`src/rtl/lc3_pkg.sv`:
```
// Shared LC3 decode definitions: opcode encodings, immediate formats and the link register.
package lc3_pkg;

   localparam logic [3:0] OP_BR   = 4'b0000;
   localparam logic [3:0] OP_ADD  = 4'b0001;
   localparam logic [3:0] OP_LD   = 4'b0010;
   localparam logic [3:0] OP_ST   = 4'b0011;
   localparam logic [3:0] OP_JSR  = 4'b0100;
   localparam logic [3:0] OP_AND  = 4'b0101;
   localparam logic [3:0] OP_LDR  = 4'b0110;
   localparam logic [3:0] OP_STR  = 4'b0111;
   localparam logic [3:0] OP_RTI  = 4'b1000;
   localparam logic [3:0] OP_NOT  = 4'b1001;
   localparam logic [3:0] OP_LDI  = 4'b1010;
   localparam logic [3:0] OP_STI  = 4'b1011;
   localparam logic [3:0] OP_JMP  = 4'b1100;
   localparam logic [3:0] OP_RES  = 4'b1101;
   localparam logic [3:0] OP_LEA  = 4'b1110;
   localparam logic [3:0] OP_TRAP = 4'b1111;

   localparam logic [2:0] REG_LINK = 3'd7;

   typedef enum logic [2:0] {
      IMM_NONE,
      IMM_5,
      IMM_6,
      IMM_9,
      IMM_11,
      IMM_TRAP8
   } imm_fmt_e;

endpackage

```
`src/rtl/lc3_scoreboard.sv`:
```
// Pending-write mask for the decode stage; flags a RAW hazard on the incoming instruction's sources.
module lc3_scoreboard
   import lc3_pkg::*;
#(
   parameter int NREGS = 8,
   parameter int REG_W = $clog2(NREGS)
) (
   input  logic             clk,
   input  logic             rst,
   input  logic             set_en,
   input  logic [REG_W-1:0] set_reg,
   input  logic             clr_en,
   input  logic [REG_W-1:0] clr_reg,
   input  logic             busy_en,
   input  logic [REG_W-1:0] busy_reg,
   input  logic             chk_en,
   input  logic [REG_W-1:0] src1,
   input  logic             src1_use,
   input  logic [REG_W-1:0] src2,
   input  logic             src2_use,
   output logic             hazard,
   output logic [NREGS-1:0] pending
);

   logic [NREGS-1:0] pending_next;
   logic             hit1;
   logic             hit2;

   // Set is applied after clear so a same-cycle set/clear of one register leaves it pending.
   always_comb begin
      pending_next = pending;
      if (clr_en) pending_next[clr_reg] = 1'b0;
      if (set_en) pending_next[set_reg] = 1'b1;
   end

   always_ff @(posedge clk) begin
      if (rst) pending <= '0;
      else     pending <= pending_next;
   end

   // A retiring write is forwarded by the register file, but the held bundle's write is still ahead.
   always_comb begin
      hit1 = (pending[src1] & ~(clr_en & (clr_reg == src1))) | (busy_en & (busy_reg == src1));
      hit2 = (pending[src2] & ~(clr_en & (clr_reg == src2))) | (busy_en & (busy_reg == src2));
      hazard = chk_en & ((src1_use & hit1) | (src2_use & hit2));
   end

endmodule

```
`src/rtl/lc3_decode_stage.sv`:
```
// LC3 decode stage: valid/ready bundle register aligned with register-file reads.
// Optional RAW interlock enabled by defining LC3_DEC_SCOREBOARD_EN.
module lc3_decode_stage
   import lc3_pkg::*;
#(
   parameter int PC_W  = 16,
   parameter int NREGS = 8
) (
   input  logic                       CLK,
   input  logic                       RST,
   input  logic                       IR_VALID,
   output logic                       IR_READY,
   input  logic [15:0]                IR,
   input  logic [PC_W-1:0]            PC_IN,
   output logic [$clog2(NREGS)-1:0]   RS1,
   output logic [$clog2(NREGS)-1:0]   RS2,
   output logic                       DEC_VALID,
   input  logic                       DEC_READY,
   output logic [3:0]                 OPCODE,
   output logic [$clog2(NREGS)-1:0]   DR,
   output logic                       WB_EN,
   output logic [PC_W-1:0]            IMM,
   output logic                       USE_IMM,
   output logic                       SETCC,
   output logic                       ILLEGAL,
   output logic [PC_W-1:0]            PC_OUT,
   input  logic                       WB_DONE,
   input  logic [$clog2(NREGS)-1:0]   WB_DR
);

   localparam int REG_W = $clog2(NREGS);

   function automatic logic signed [PC_W-1:0] build_imm(input imm_fmt_e fmt, input logic [10:0] f);
      case (fmt)
         IMM_5:     build_imm = PC_W'($signed(f[4:0]));
         IMM_6:     build_imm = PC_W'($signed(f[5:0]));
         IMM_9:     build_imm = PC_W'($signed(f[8:0]));
         IMM_11:    build_imm = PC_W'($signed(f[10:0]));
         IMM_TRAP8: build_imm = PC_W'(f[7:0]);
         default:   build_imm = '0;
      endcase
   endfunction

   logic [3:0]              opc_p0;
   logic [REG_W-1:0]        dr_p0;
   logic [REG_W-1:0]        rs2_p0;
   logic                    wb_en_p0;
   logic                    setcc_p0;
   logic                    use_imm_p0;
   logic                    illegal_p0;
   logic                    src1_use;
   logic                    src2_use;
   imm_fmt_e                fmt_p0;
   logic signed [PC_W-1:0]  imm_p0;

   logic                    vld_p1;
   logic [3:0]              opc_p1;
   logic [REG_W-1:0]        dr_p1;
   logic [REG_W-1:0]        rs1_p1;
   logic [REG_W-1:0]        rs2_p1;
   logic                    wb_en_p1;
   logic                    setcc_p1;
   logic                    use_imm_p1;
   logic                    illegal_p1;
   logic signed [PC_W-1:0]  imm_p1;
   logic [PC_W-1:0]         pc_p1;

   logic                    hazard;
   logic                    accept;
   logic                    handoff;

   // Stage p0: combinational decode of the incoming instruction word.
   always_comb begin
      opc_p0     = IR[15:12];
      dr_p0      = IR[11:9];
      rs2_p0     = '0;
      wb_en_p0   = 1'b0;
      setcc_p0   = 1'b0;
      use_imm_p0 = 1'b0;
      illegal_p0 = 1'b0;
      src1_use   = 1'b0;
      src2_use   = 1'b0;
      fmt_p0     = IMM_NONE;
      case (opc_p0)
         OP_ADD, OP_AND: begin
            wb_en_p0   = 1'b1;
            setcc_p0   = 1'b1;
            use_imm_p0 = IR[5];
            fmt_p0     = IR[5] ? IMM_5 : IMM_NONE;
            rs2_p0     = IR[2:0];
            src1_use   = 1'b1;
            src2_use   = ~IR[5];
         end
         OP_NOT: begin
            wb_en_p0 = 1'b1;
            setcc_p0 = 1'b1;
            src1_use = 1'b1;
         end
         OP_LD, OP_LDI, OP_LEA: begin
            wb_en_p0 = 1'b1;
            setcc_p0 = 1'b1;
            fmt_p0   = IMM_9;
         end
         OP_LDR: begin
            wb_en_p0 = 1'b1;
            setcc_p0 = 1'b1;
            fmt_p0   = IMM_6;
            src1_use = 1'b1;
         end
         OP_ST, OP_STI: begin
            fmt_p0   = IMM_9;
            rs2_p0   = IR[11:9];
            src2_use = 1'b1;
         end
         OP_STR: begin
            fmt_p0   = IMM_6;
            rs2_p0   = IR[11:9];
            src1_use = 1'b1;
            src2_use = 1'b1;
         end
         OP_BR:  fmt_p0 = IMM_9;
         OP_JMP: src1_use = 1'b1;
         OP_JSR: begin
            dr_p0    = REG_LINK;
            wb_en_p0 = 1'b1;
            fmt_p0   = IR[11] ? IMM_11 : IMM_NONE;
            src1_use = ~IR[11];
         end
         OP_TRAP: begin
            dr_p0    = REG_LINK;
            wb_en_p0 = 1'b1;
            fmt_p0   = IMM_TRAP8;
         end
         OP_RTI, OP_RES: illegal_p0 = 1'b1;
      endcase
      imm_p0 = build_imm(fmt_p0, IR[10:0]);
   end

   assign IR_READY = (~vld_p1 | DEC_READY) & ~hazard;
   assign accept   = IR_VALID & IR_READY;
   assign handoff  = vld_p1 & DEC_READY;

   // Re-select the held instruction's sources while stalled so read data follows retiring writes.
   assign RS1 = accept ? IR[8:6] : rs1_p1;
   assign RS2 = accept ? rs2_p0  : rs2_p1;

   // Stage p1: bundle register, aligned with register-file DATA_OUT1/2.
   always_ff @(posedge CLK) begin
      if (RST) begin
         vld_p1     <= 1'b0;
         opc_p1     <= '0;
         dr_p1      <= '0;
         rs1_p1     <= '0;
         rs2_p1     <= '0;
         wb_en_p1   <= 1'b0;
         setcc_p1   <= 1'b0;
         use_imm_p1 <= 1'b0;
         illegal_p1 <= 1'b0;
         imm_p1     <= '0;
         pc_p1      <= '0;
      end else if (accept) begin
         vld_p1     <= 1'b1;
         opc_p1     <= opc_p0;
         dr_p1      <= dr_p0;
         rs1_p1     <= IR[8:6];
         rs2_p1     <= rs2_p0;
         wb_en_p1   <= wb_en_p0;
         setcc_p1   <= setcc_p0;
         use_imm_p1 <= use_imm_p0;
         illegal_p1 <= illegal_p0;
         imm_p1     <= imm_p0;
         pc_p1      <= PC_IN;
      end else if (DEC_READY) begin
         vld_p1 <= 1'b0;
      end
   end

   assign DEC_VALID = vld_p1;
   assign OPCODE    = opc_p1;
   assign DR        = dr_p1;
   assign WB_EN     = wb_en_p1;
   assign IMM       = imm_p1;
   assign USE_IMM   = use_imm_p1;
   assign SETCC     = setcc_p1;
   assign ILLEGAL   = illegal_p1;
   assign PC_OUT    = pc_p1;

`ifdef LC3_DEC_SCOREBOARD_EN
   logic [NREGS-1:0] pending;

   lc3_scoreboard #(
      .NREGS (NREGS),
      .REG_W (REG_W)
   ) u_sb (
      .clk      (CLK),
      .rst      (RST),
      .set_en   (handoff & wb_en_p1),
      .set_reg  (dr_p1),
      .clr_en   (WB_DONE),
      .clr_reg  (WB_DR),
      .busy_en  (vld_p1 & wb_en_p1),
      .busy_reg (dr_p1),
      .chk_en   (IR_VALID),
      .src1     (IR[8:6]),
      .src1_use (src1_use),
      .src2     (rs2_p0),
      .src2_use (src2_use),
      .hazard   (hazard),
      .pending  (pending)
   );
`else
   logic unused_sb;

   // Without the interlock, software schedules around in-flight writes.
   assign hazard    = 1'b0;
   assign unused_sb = ^{WB_DONE, WB_DR, src1_use, src2_use, handoff};
`endif

endmodule
```
`config.mk`:
```
export PLATFORM = sky130hd
export DESIGN_NAME = lc3_decode_stage
export DESIGN_NICKNAME = d
export VERILOG_FILES = /design/src/rtl/lc3_pkg.sv /design/src/rtl/lc3_scoreboard.sv /design/src/rtl/lc3_decode_stage.sv
export SDC_FILE = /design/constraint.sdc
export NUM_CORES = 1
export LEC_CHECK = 0
export BUFFER_PORTS_ARGS = -buffer_cell sky130_fd_sc_hd__buf_4
export CAP_MARGIN = 25
export CELL_PAD_IN_SITES_DETAIL_PLACEMENT = 1
export CELL_PAD_IN_SITES_GLOBAL_PLACEMENT = 2
export CORE_ASPECT_RATIO = 0.7
export CORE_MARGIN = 3
export CORE_UTILIZATION = 27
export DETAILED_ROUTE_END_ITERATION = 10
export PLACE_DENSITY_LB_ADDON = 0.1
export SLEW_MARGIN = 20
export SYNTH_ARGS = -nofsm -noshare
export SYNTH_HDL_FRONTEND = slang
export SYNTH_SLANG_ARGS = --single-unit
```
`constraint.sdc`:
```
create_clock -name CLK -period 2.9 [get_ports CLK]
set_input_delay 0.29 -clock CLK [delete_from_list [all_inputs] [get_ports CLK]]
set_output_delay 0.29 -clock CLK [all_outputs]
set_load 0.1 [all_outputs]
```
After elaboration in Yosys (flattened, before gate mapping)
Index checks and enable logic that the tools add are counted.
{"block": "word_totals", "regBits": 50, "in_bits": 40, "output_inout_bits": 51, "word_cells": 57}
{"block": "op_classes", "eq_ne": 19, "muxes": 14, "bitwise": 3, "reduce_logical": 10}
{"cell": "16-bit one-hot mux with 5 select lines", "count": 1}
{"cell": "4-bit equality test, second input constant", "count": 7}
{"cell": "4-bit by 3-bit equality test with 1-bit output, second input constant", "count": 4}
{"cell": "3-bit one-hot mux with 5 select lines", "count": 1}
{"cell": "3-bit 2-to-1 mux", "count": 4}
{"cell": "9-bit OR reduction", "count": 1}
{"cell": "4-bit by 2-bit equality test with 1-bit output, second input constant", "count": 2}
{"cell": "2-bit OR reduction", "count": 4}
{"cell": "1-bit 2-to-1 mux", "count": 7}
{"cell": "7-bit OR reduction", "count": 1}
{"cell": "3-bit by 2-bit equality test with 1-bit output, second input constant", "count": 2}
{"cell": "3-bit equality test, second input constant", "count": 2}
{"cell": "3-bit one-hot mux with 2 select lines", "count": 1}
{"cell": "6-bit OR reduction", "count": 1}
{"cell": "4-bit by 1-bit equality test with 1-bit output, second input constant", "count": 1}
{"cell": "4-bit zero test", "count": 1}
{"cell": "3-bit by 1-bit equality test with 1-bit output, second input constant", "count": 1}
{"cell": "3-bit OR reduction", "count": 1}
{"cell": "2-bit nonzero test", "count": 1}
{"cell": "1-bit bitwise AND", "count": 1}
{"cell": "1-bit inverter", "count": 1}
{"cell": "1-bit OR", "count": 1}

Longest topological paths before layout
{"block": "logic_depth", "word_depth": 5, "depth_mapped": 6}

Worst setup path after synthesis
No wires, ideal clock.
{"block": "synth_path", "path_kind": "register to output", "startpoint": "reg vld_p1, in the netlist DEC_VALID", "endpoint": "out RS2[0]", "arrival_time_ns": 4.014, "required_time_ns": 2.610, "slack_ns": -1.404, "stages_incl_launch_ff": 6, "path_buffers": 2, "path_cell_list": "dfxtp_1 > nand2b_1 > and2_1 > clkbuf_1 > clkbuf_1 > a21oi_1"}
{"block": "synth_between", "elab_chain_cells": 4}
{"element": "start, declared", "line": "lc3_decode_stage.sv:56", "rtl": "logic vld_p1;"}
{"element": "start signal, assigned", "line": "lc3_decode_stage.sv:150", "rtl": "vld_p1 <= 1'b0;"}
{"element": "start signal, assigned", "line": "lc3_decode_stage.sv:162", "rtl": "vld_p1 <= 1'b1;"}
{"element": "start signal, assigned", "line": "lc3_decode_stage.sv:174", "rtl": "vld_p1 <= 1'b0;"}
{"element": "1-bit inverter", "line": "lc3_decode_stage.sv:139", "rtl": "assign IR_READY = (~vld_p1 | DEC_READY) & ~hazard;"}
{"element": "1-bit OR", "line": "lc3_decode_stage.sv:139"}
{"element": "named net IR_READY", "line": "lc3_decode_stage.sv:12", "rtl": "output logic IR_READY,"}
{"element": "1-bit bitwise AND", "line": "lc3_decode_stage.sv:140", "rtl": "assign accept = IR_VALID & IR_READY;"}
{"element": "3-bit 2-to-1 mux"}
{"element": "end, declared", "line": "lc3_decode_stage.sv:16", "rtl": "output logic [$clog2(NREGS)-1:0] RS2,"}
The timed path passes the listed nets, and every way through them passes these cells.

Worst setup path after layout
{"block": "layout_path", "startpoint": "reg vld_p1, in the netlist DEC_VALID", "endpoint": "out RS2[1]"}
{"block": "layout_between", "elab_chain_cells": 4}
{"element": "1-bit inverter", "line": "lc3_decode_stage.sv:139"}
{"element": "1-bit OR", "line": "lc3_decode_stage.sv:139"}
{"element": "1-bit bitwise AND", "line": "lc3_decode_stage.sv:140"}
{"element": "3-bit 2-to-1 mux"}
No other way between the ends.

==> results.ini <==
[die]
die_h_um=77.4
start_util=0.285
core-area_sq_um=6910
die-area_sq_um=8370
ioPinCount=91
die_w_um=108
rows=25

[clock_network]
cts_tree=yes
cts-root-buf=clkbuf_8
cts_setup_buffers=0
numClockSinks=45
cts_made_buffers=5
path_clk_slew_ns=0.09
cts_buffer_depth=2
cts_hold_buf=0
post_cts_resized=0
clk_latency_ns=0.29
htree_levels=2

[routing]
num_vias=1946
drc=0
drtPass1Iterations=4
drtAntennaViolNets=0
routed_via_density=4.82
drt-total-wl_um=6050
drtIter0Drc=47
wl_per_cell_um=15.0

[finish]
fin_nets=349
layout_commonest_cell=buf_4
drive_above_1_share=0.368
final_core_util=0.404
stdcell_area_sq_um=2800
final_cell_mix=buf_4, nand2_1, dfxtp_1
num_antenna_cells=0
area_growth_pct=42.0

[pwr]
power_mw=1.74
switching_share=0.384
p_int_mw=1.07
p_leak_nw=1.19
clockPowerShare=0.285
share_seq_of_total_power=0.387
max-vdd-ir-drop_mv=0.209
switchingPower_mw=0.667
pwr-share-comb=0.328
p_per_area_nw_per_um2=622

[yosys]
synth-seq-area-share=0.458
syn-num-nets=275
synth_cells=235
synth.ff_latch_count=45
yosysUniqueCellTypes=34
synthesis.area_sq_um=1970
synth-edff-count=0
async_reset_ff_frac=0
synth_flop_cell=dfxtp_1
synth.avg_cell_area_sq_um=8.38
yosys_warnings=0

[timing]
final.hold.worst_slack_ns=0.234
drv_slew=0
tightest_slew_ns=0.638
fmaxAchievable_mhz=450
rsz0062_at_grt=false
setup_viol=0
maxSlewHeadroom=0.574
fin_setup_tns_ns=0
post-route-min-period_ns=2.22
fin_crit_sh=0.766
skew_ns=0.00768
hold_viol=0

[global_route]
grt_pass1_wl_um=10000
grt_max_degree=40
grt_pass1_vias=1949
antenna_found_initial=0
track_usage=0.151
overflow=0

[run]
cap_viol_max_count=0

[placement]
gp_congestion=0.717
portBuffers=86
post_dp_cell_area_sq_um=2680
post-dp-hpwl_um=4450

[critical_path]
path_cells=nand2b_2 -> and2_2 -> nor2_1 -> a21oi_4 -> buf_4
start_kind=register
worst_path_max_delay_cell=and2_2
slowest_delay_ns=0.57
worstPathArrival_ns=1.93
cp_num_buf_inv=1
rrSetupSlack_ns=1.15
critPathKind=register to output port
cp_top_family=simple AND/OR/NAND/NOR gates
cp.required_ns=2.61
end_kind=output port
critPathMaxFanout=30

[status]
outcome=complete, no violations

[hold_path]
holdCritPathClass=primary input to register

==> Yosys cell counts (2+ instances only) <==
| master | instances | area share |
|---|---|---|
| a211oi_1 | 6 | 0.023 |
| a21oi_1 | 35 | 0.089 |
| a221oi_1 | 5 | 0.022 |
| a22oi_1 | 2 | 0.0076 |
| a32oi_1 | 3 | 0.013 |
| and2_1 | 5 | 0.016 |
| buf_2 | 7 | 0.018 |
| buf_4 | 6 | 0.023 |
| clkbuf_1 | 9 | 0.017 |
| dfxtp_1 | 45 | 0.46 |
| inv_1 | 6 | 0.011 |
| mux2_2 | 3 | 0.017 |
| nand2_1 | 59 | 0.11 |
| nand2b_1 | 3 | 0.0095 |
| nand3_1 | 8 | 0.020 |
| nor2_1 | 7 | 0.013 |
| nor2b_1 | 2 | 0.0064 |
| nor3_1 | 2 | 0.0051 |
| nor4_1 | 3 | 0.0095 |
| o21ai_0 | 3 | 0.0076 |
| o221a_2 | 3 | 0.017 |
==> through the flow <==
step | std cells | setup WS, ns
6_report | 404 | 0.680
4_1_cts | 404 | 0.634
3_3_place_gp | 396 | 0.892
3_5_place_dp | 396 | 0.872
5_1_grt | 404 | 0.531
2_1_floorplan | 235 | 0.157
==> registers in the layout, indices dropped and copies added (netlist names) <==
signal / cells
OPCODE: 4
IMM: 11
USE_IMM: 1
SETCC: 1
rs2_p1: 3
ILLEGAL: 1
WB_EN: 1
DR: 3
rs1_p1: 3
DEC_VALID: 1
PC_OUT: 16
==> final timing paths <==
| kind | cells after the start | endpoint | startpoint |
|---|---|---|---|
| max | 5 | RS2[1] | DEC_VALID |
| min | 3 | PC_OUT[3] | PC_IN[3] |
| max reg2reg | 4 | IMM[14] | DEC_VALID |
| min reg2reg | 2 | PC_OUT[13] | PC_OUT[13] |
==> cells by family (layout without fill, tap and decap cells) <==
logic type / count (synthesis) / count (layout) / share of synthesized area
xor+xnor: 1 / 1 / 0.00445
simple gates: 93 / 93 / 0.212
compound gates: 64 / 64 / 0.235
mux: 4 / 4 / 0.0222
buf+inv: 28 / 103 / 0.0693
flops: 45 / 45 / 0.458
==> metal layers <==
metal	up-vias	global-route usage	wire length [um]
li1	963	-	-
met1	926	0.215	2930
met2	52	0.229	2610
met3	5	0.0424	471
met4	0	0.0265	34
met5	-	0	0
==> cell type report <==
cell class                      instances  area, sq um
Fill cell                             854         4120
Clock buffer                            7         86.3
Timing Repair Buffer                   89          668
Sequential cell                        45          902
Inverter                                6         22.5
Clock inverter                          1         30.0
Tap cell                               94          118
Multi-Input combinational cell        162          968
==> tightest hold or removal path, cell delays in order <==
cell and delay (ns):
buf_4 0.11, nand2_1 0.04, a21oi_1 0.05
==> power groups by stage <==
stage,clock network (mW),logic [mW],registers (mW)
global route,0.546,0.602,0.678
global placement,0,0.574,0.686
floorplan,0,0.220,0.902
CTS,0.517,0.577,0.673
finish,0.495,0.570,0.672
detailed placement,0,0.576,0.687
Note: power is estimated with default switching activity, not from simulation.
